### src/rtl/alu_share_sched.sv
// alu_share_sched: round-robin scheduler sharing one add_sub unit between
// NREQ requesters. One operation is in flight at a time. It is granted in
// IDLE, executed from latched operands in EXEC, and returned in RESP.
//
// Ports:
//   clk, rst_n            clock, synchronous active-low reset
//   req_valid/req_ready   per-requester handshake (ready is one-hot or zero)
//   req_op, req_a, req_b  per-requester operation and 3-bit sign-magnitude operands
//   rsp_valid/rsp_ready   response handshake
//   rsp_id, rsp_r         issuing requester index and 4-bit sign-magnitude result
//   rsp_sf, rsp_zf        sign flag and zero flag of the result
//   busy                  registered, high whenever the FSM is not in IDLE
//   op_count              count of accepted responses, wraps at 256
//
// state | meaning
// ------+-------------------------------------------------------------
// IDLE  | arbitrate; grant the first valid requester at or after ptr
// EXEC  | add_sub evaluates the latched operands; capture the result
// RESP  | present the response and hold it until rsp_ready

// add_sub: sign-magnitude A+B (op=0) or A-B (op=1) on 3-bit operands.
// A negative zero operand is treated as zero. A zero result is always +0.
module add_sub (
  input  logic       op,
  input  logic [2:0] a,
  input  logic [2:0] b,
  output logic [3:0] r,
  output logic       sf,
  output logic       zf
);
  logic signed [3:0] va, vb, sum;
  logic [3:0] mag;

  always_comb begin
    va  = a[2] ? -$signed({2'b00, a[1:0]}) : $signed({2'b00, a[1:0]});
    vb  = b[2] ? -$signed({2'b00, b[1:0]}) : $signed({2'b00, b[1:0]});
    sum = op ? (va - vb) : (va + vb);
    // Range is -6..+6, so the 4-bit two's complement never overflows.
    mag = sum[3] ? $unsigned(-sum) : $unsigned(sum);
    r   = {sum[3], mag[2:0]};
    sf  = sum[3];
    zf  = (mag[2:0] == 3'd0);
  end
endmodule

module alu_share_sched #(
  parameter int NREQ = 4,
  parameter int IDW  = 2
) (
  input  logic              clk,
  input  logic              rst_n,
  input  logic [NREQ-1:0]   req_valid,
  output logic [NREQ-1:0]   req_ready,
  input  logic [NREQ-1:0]   req_op,
  input  logic [3*NREQ-1:0] req_a,
  input  logic [3*NREQ-1:0] req_b,
  output logic              rsp_valid,
  input  logic              rsp_ready,
  output logic [IDW-1:0]    rsp_id,
  output logic [3:0]        rsp_r,
  output logic              rsp_sf,
  output logic              rsp_zf,
  output logic              busy,
  output logic [7:0]        op_count
);
  typedef enum logic [1:0] {S_IDLE, S_EXEC, S_RESP} state_t;

  state_t state, state_next;

  logic [IDW-1:0]    ptr, ptr_next, win;
  logic              found, grant;
  logic [2*NREQ-1:0] rot_full;
  logic [NREQ-1:0]   rot;
  int                win_i;

  logic              sel_op;
  logic [2:0]        sel_a, sel_b;

  logic              lat_op;
  logic [2:0]        lat_a, lat_b;
  logic [IDW-1:0]    lat_id;

  logic [3:0]        as_r;
  logic              as_sf, as_zf;

  // Rotate the request vector so bit 0 is the requester at ptr, then take
  // the first set bit; that is the round-robin winner.
  always_comb begin
    rot_full = {req_valid, req_valid} >> ptr;
    rot      = rot_full[NREQ-1:0];
    found    = 1'b0;
    win_i    = 0;
    for (int i = 0; i < NREQ; i++) begin
      if (!found && rot[i]) begin
        found = 1'b1;
        win_i = (int'(ptr) + i) % NREQ;
      end
    end
    win   = IDW'(win_i);
    grant = found && (state == S_IDLE);
    if (win_i == NREQ - 1) ptr_next = '0;
    else                   ptr_next = win + 1'b1;
  end

  always_comb begin
    sel_op = 1'b0;
    sel_a  = 3'd0;
    sel_b  = 3'd0;
    for (int i = 0; i < NREQ; i++) begin
      if (win == IDW'(i)) begin
        sel_op = req_op[i];
        sel_a  = req_a[3*i +: 3];
        sel_b  = req_b[3*i +: 3];
      end
    end
  end

  // The arithmetic unit only ever sees the latched operands.
  add_sub u_add_sub (
    .op (lat_op),
    .a  (lat_a),
    .b  (lat_b),
    .r  (as_r),
    .sf (as_sf),
    .zf (as_zf)
  );

  // State register and datapath registers
  always_ff @(posedge clk) begin
    if (!rst_n) begin
      state    <= S_IDLE;
      ptr      <= '0;
      busy     <= 1'b0;
      lat_op   <= 1'b0;
      lat_a    <= 3'd0;
      lat_b    <= 3'd0;
      lat_id   <= '0;
      rsp_id   <= '0;
      rsp_r    <= 4'd0;
      rsp_sf   <= 1'b0;
      rsp_zf   <= 1'b0;
      op_count <= 8'd0;
    end else begin
      state <= state_next;
      busy  <= (state_next != S_IDLE);
      if (grant) begin
        lat_op <= sel_op;
        lat_a  <= sel_a;
        lat_b  <= sel_b;
        lat_id <= win;
        ptr    <= ptr_next;
      end
      if (state == S_EXEC) begin
        rsp_r  <= as_r;
        rsp_sf <= as_sf;
        rsp_zf <= as_zf;
        rsp_id <= lat_id;
      end
      if (state == S_RESP && rsp_ready) op_count <= op_count + 8'd1;
    end
  end

  // Next-state logic
  always_comb begin
    state_next = state;
    case (state)
      S_IDLE:  if (grant) state_next = S_EXEC;
      S_EXEC:  state_next = S_RESP;
      S_RESP:  if (rsp_ready) state_next = S_IDLE;
      default: state_next = S_IDLE;
    endcase
  end

  // Outputs; a grant is never shown while reset is asserted.
  always_comb begin
    rsp_valid = (state == S_RESP);
    req_ready = '0;
    for (int i = 0; i < NREQ; i++)
      req_ready[i] = grant && rst_n && (win == IDW'(i));
  end
endmodule

### config.mk
export PLATFORM = sky130hd
export DESIGN_NAME = alu_share_sched
export DESIGN_NICKNAME = d
export VERILOG_FILES = /design/src/rtl/alu_share_sched.sv
export SDC_FILE = /design/constraint.sdc
export NUM_CORES = 1
export LEC_CHECK = 0
export CAP_MARGIN = 25
export CORE_ASPECT_RATIO = 0.8
export CORE_MARGIN = 2
export CORE_UTILIZATION = 46
export CTS_CLUSTER_DIAMETER = 200
export CTS_CLUSTER_SIZE = 12
export DETAILED_ROUTE_END_ITERATION = 16
export PLACE_DENSITY = 0.77
export RECOVER_POWER = 50
export SLEW_MARGIN = 20
export SYNTH_ARGS = -nofsm -noshare
export SYNTH_HDL_FRONTEND = slang
export SYNTH_HIERARCHICAL = 1
export SYNTH_SLANG_ARGS = --single-unit
export TNS_END_PERCENT = 100
### constraint.sdc
create_clock -name clk -period 9 [get_ports clk]
set_clock_uncertainty 0.2 [all_clocks]
set_input_delay 1.8 -clock clk [delete_from_list [all_inputs] [get_ports clk]]
set_output_delay 1.8 -clock clk [all_outputs]
set_load 0.01 [all_outputs]
After elaboration in Yosys (flattened, before gate mapping). Index checks and enable logic that the tools add are counted.

Add/sub/neg operators: 10. Eq/ne operators: 6. Shift-type cells: 1. Multiplexer cells: 28. Bitwise gates (word level): 3. Reduce and logical (&&, ||, !) cells: 20.

Operators by type and width (count): two-way mux 32 bit (3); equality test 32 x 3 -> 1 bit, second input constant (1); two-way mux 3 bit (9); two-way mux 4 bit (3); logical AND 1 bit (10); adder 8 x 1 -> 8 bit, second input constant (1); two-way mux 1 bit (8); two-way mux 2 bit (4); negation 2 -> 4 bit (2); right shift 8 x 2 -> 4 bit (1); equality test 2 bit, second input constant (3); case mux 2 bit (3 select lines) (1); OR reduction 2 bit (3); adder 2 x 1 -> 2 bit, second input constant (2); adder 2 bit, second input constant (2); adder 4 bit (1); equality test 2 x 1 -> 1 bit, second input constant (2); zero test 2 bit (2); subtractor 4 bit (1); AND 1 bit, first input constant (3); zero test 1 bit (3); zero test 3 bit (1); negation 3 bit (1); nonzero test 2 bit (1).

Register bits after elaboration: 30. Input port bits: 35. Output and inout port bits: 22. Word-level logic and storage cells: 80.

Depth between registers and ports, before layout.
Word-level depth: 16. Depth in mapped cells: 13. Mapped depth without buffers: 13.

Hierarchy. Netlist, hierarchy kept.

By module, submodules not included: alu_share_sched (times used 1, cells each 194, area an instance 1596.5 um2, sequential area each 600.6 um2); add_sub (times used 1, cells each 49, area an instance 417.9 um2, sequential area each 0.0 um2).

Least setup slack after synthesis. No wires, ideal clock.

Kind: input -> output. From: in req_valid[1]. To: out req_ready[2]. Arrival time: 3140 ps. Path slack: 3860 ps. Stages: 7. Cells stage by stage: and2b_1 -> nor3_1 -> a31oi_1 -> nand2b_1 -> ha_1 -> clkbuf_1 -> and3_1.

Longest elaborated chain between the ends: 14.

RTL lines: start, declared (RTL line 52) `input logic [NREQ-1:0] req_valid,`; right shift 8 x 2 -> 4 bit * (RTL line 89) `rot_full = {req_valid, req_valid} >> ptr;`; two-way mux 1 bit (RTL line 94) `if (!found && rot[i]) begin`; zero test 1 bit (RTL line 94); logical AND 1 bit (RTL line 94); two-way mux 1 bit (RTL line 94); zero test 1 bit (RTL line 94); logical AND 1 bit (RTL line 94); two-way mux 1 bit (RTL line 94); zero test 1 bit (RTL line 94); logical AND 1 bit (RTL line 94); two-way mux 1 bit (RTL line 94); logical AND 1 bit (RTL line 100) `grant = found && (state == S_IDLE);`; logical AND 1 bit (RTL line 179) `req_ready[i] = grant && rst_n && (win == IDW'(i));`; logical AND 1 bit * (RTL line 179); end, declared (RTL line 53) `output logic [NREQ-1:0] req_ready,`.

Every way passes the cells marked *; elsewhere a longest branch is shown, timed or not.

Worst setup path after layout.
From: in req_valid[0]. To: out req_ready[2].

Same word-level chain as after synthesis.

==> impl_results.md <==
* Peak supply drop at 157 uV
* Top-count cell post-synth: nand2_1
* Sequential share of the synthesized area at 0.298
* CP cell instances: clkdlybuf4s50_1, nor2b_1, nor3_1, a31oi_1, nand2b_1, ha_1, and3_1, clkdlybuf4s50_1
* Mapped cell area at 2010 sq um
* Clk_lat worst skew at 280 ps
* #FFs+latches synth at 30
* RSZ-0062 raised after global routing: false
* Fillcell total at 386
* GRT overflow at 0
* Hold_buf cts at 0
* P_leak at 0.00112 uW
* Critical path's top delay family: buffers and inverters
* Post-synthesis area per instance at 8.29 sq um
* Chip height at 63.2 um
* IO Pins at 57
* Final WL at 4.08 mm
* Synth Warn # at 6
* Largest net degree at the start of global routing at 35
* HP Class: reg2reg
* Yosys top cell area share at 0.298
* Port bufs at 56
* Row count at 21
* Initial Util at 0.479
* Worst-Margin Slew at 1010 ps
* CP max FO at 15
* Post-CTS Resized at 0
* Post-placement setup slack at 2770 ps
* Final Wtd Congestion at 0.799
* Root Buffer: clkbuf_8
* Setup tns final at 0 ps
* WP buf/inv at 2
* Synth top area cells: dfxtp_1 30%, ha_1 6.8%, nand2_1 6.1%
* GRT Util Overall at 0.174
* Post-DRT Antenna Nets at 0
* Commonest cells in the netlist: 33 x nand2_1, 30 x dfxtp_1, 15 x a21oi_1, 15 x inv_1, 11 x ha_1
* Chip width at 78.0 um
* Final net count at 341
* Inserted Clock Buffers at 5
* Crit. End Element: output port
* Final setup violation count at 0
* Critical path's slowest cell: clkdlybuf4s50_1
* Fin. max-slew vios at 0
* Number of diodes at 0
* Initial DRC Count at 58
* Crit path kind: in2out
* Syn-to-layout area delta at 33.7%
* Post-route setup slack at 2730 ps
* Vias in the first global route at 1666
* CTS tree: done
* Final Hold Violating Endpoints at 0
* Initial antenna violation count at 0
* Status: finished, final reports clean
* Avg WL per Cell at 11.6 um
* Maxcap violations at 0
* Crit path DAT at 4270 ps
* Hold_ws at 253 ps
* Final Cycle Share at 0.696
* PwrDens at 245 nW/um^2
* Req. time, crit path at 7000 ps
* Mapped Nets at 290
* Fmax at 160 MHz
* Postcts setup bufs at 0
* CP max stage delay at 540 ps
* Clock Path Buffers at 2
* First-pass GRT wire length at 7.09 mm
* Remaining DRCs at 0
* Htree depth at 2
* Post-Syn Instances at 243
* Main synth FF type: dfxtp_1
* Post-synth EDFFs at 0
* Die area at 4930 sq um
* CTS Sinks at 30
* Core ar. at 4200 sq um
* Area occupied by registers at 601 sq um
* Tmin final at 6270 ps
* Share of layout cells above drive strength 1 at 0.108
* Final HPWL DP at 3.11 mm
* DR pass1 iterations at 4
* CTS clock-pin slew for the worst setup and hold paths at 70 ps
* Area leader, netlist: dfxtp_1
* Most frequent CP cell: clkdlybuf4s50_1
* Slew headroom at 0.322
* Routed vias/inst at 5.09
* Asr flop ratio synth at 0
* Yosys cell types at 52
* Multi-input logic area at 1280 sq um
* Total number of vias at 1791
* CP Launch Type: input pin
[per-layer routing]
| metal | vias up | GRT usage | routed length, um |
|---|---|---|---|
| li1 | 936 | - | - |
| met1 | 798 | 0.218 | 2020 |
| met2 | 53 | 0.294 | 1760 |
| met3 | 4 | 0.0473 | 257 |
| met4 | 0 | 0.0526 | 42 |
| met5 | - | 0 | 0 |
[layout make-up]
class                      count  share of cell area
tap                           57              0.0265
clock inverter                 3              0.0149
clock buffer                   5              0.0256
sequential                    30               0.223
multi-input combinational    184               0.474
inverter                      16              0.0223
timing repair buffer          57               0.214
[layout by cell type, fill, tap and decap left out, types with 5 or more instances in the layout]
master | Yosys | routed
a22oi_1 | 7 | 7
nor2b_1 | 6 | 6
a21oi_2 | 7 | 7
a21oi_1 | 15 | 15
inv_1 | 15 | 15
nor2_1 | 6 | 6
and2_1 | 6 | 5
ha_1 | 11 | 11
dlygate4sd3_1 | 0 | 17
and3_1 | 5 | 5
clkdlybuf4s50_1 | 0 | 39
dfxtp_1 | 30 | 30
nand2_1 | 33 | 33
xnor2_1 | 6 | 6
clkbuf_8 | 0 | 5
a21boi_1 | 7 | 5
o21ai_1 | 9 | 9
a21boi_0 | 4 | 6
o21ai_0 | 9 | 9
[tightest hold or removal path: stages (launching register included)]
cell      delay [ps]
dfxtp_1          310
nand2_1           50
a21boi_1          50
[metrics by stage]
step,total power (uW),cells,util,area [sq um]
2_1_floorplan,463,243,-,2010
3_3_place_gp,524,343,0.611,2570
3_5_place_dp,534,343,0.611,2570
4_1_cts,666,351,0.637,2680
5_1_grt,709,352,0.640,2690
6_report,660,352,0.640,2690
[path summary, 6_finish.rpt]
kind	slack, ps	cells after the start	to	start
worst min register to register	250	2	rsp_id[1]	lat_id[1]
worst min-delay path	250	2	rsp_id[1]	lat_id[1]
worst max register to register	5620	13	rsp_r[1]	lat_b[0]
worst max-delay path	2730	8	req_ready[2]	req_valid[0]
[state kept, by name, indices dropped and copies added, names as in the netlist]
name,count
lat_a,3
busy,1
state,2
rsp_id,2
rsp_sf,1
rsp_zf,1
ptr,2
lat_id,2
lat_op,1
rsp_r,4
lat_b,3
op_count,8
[kinds of logic (layout without fill, tap and decap cells)]
kind of cell             count (synthesis)  after routing  synth area share
AO/OA/AOI/OAI                           71             71             0.244
adder cells (fa/ha/maj)                 12             12            0.0783
XOR/XNOR                                12             12            0.0652
AND/OR/NAND/NOR                         84             84             0.219
buffers and inverters                   29             81            0.0683
flip-flops                              30             30             0.298
multiplexers                             5              5            0.0273
[where the power goes]
| part | switching [uW] | internal [uW] | total [uW] |
|---|---|---|---|
| sequential | 19.5 | 156 | 176 |
| combinational | 178 | 176 | 354 |
| clock | 48.6 | 81.3 | 130 |
Power figures use the tool's default switching activity.
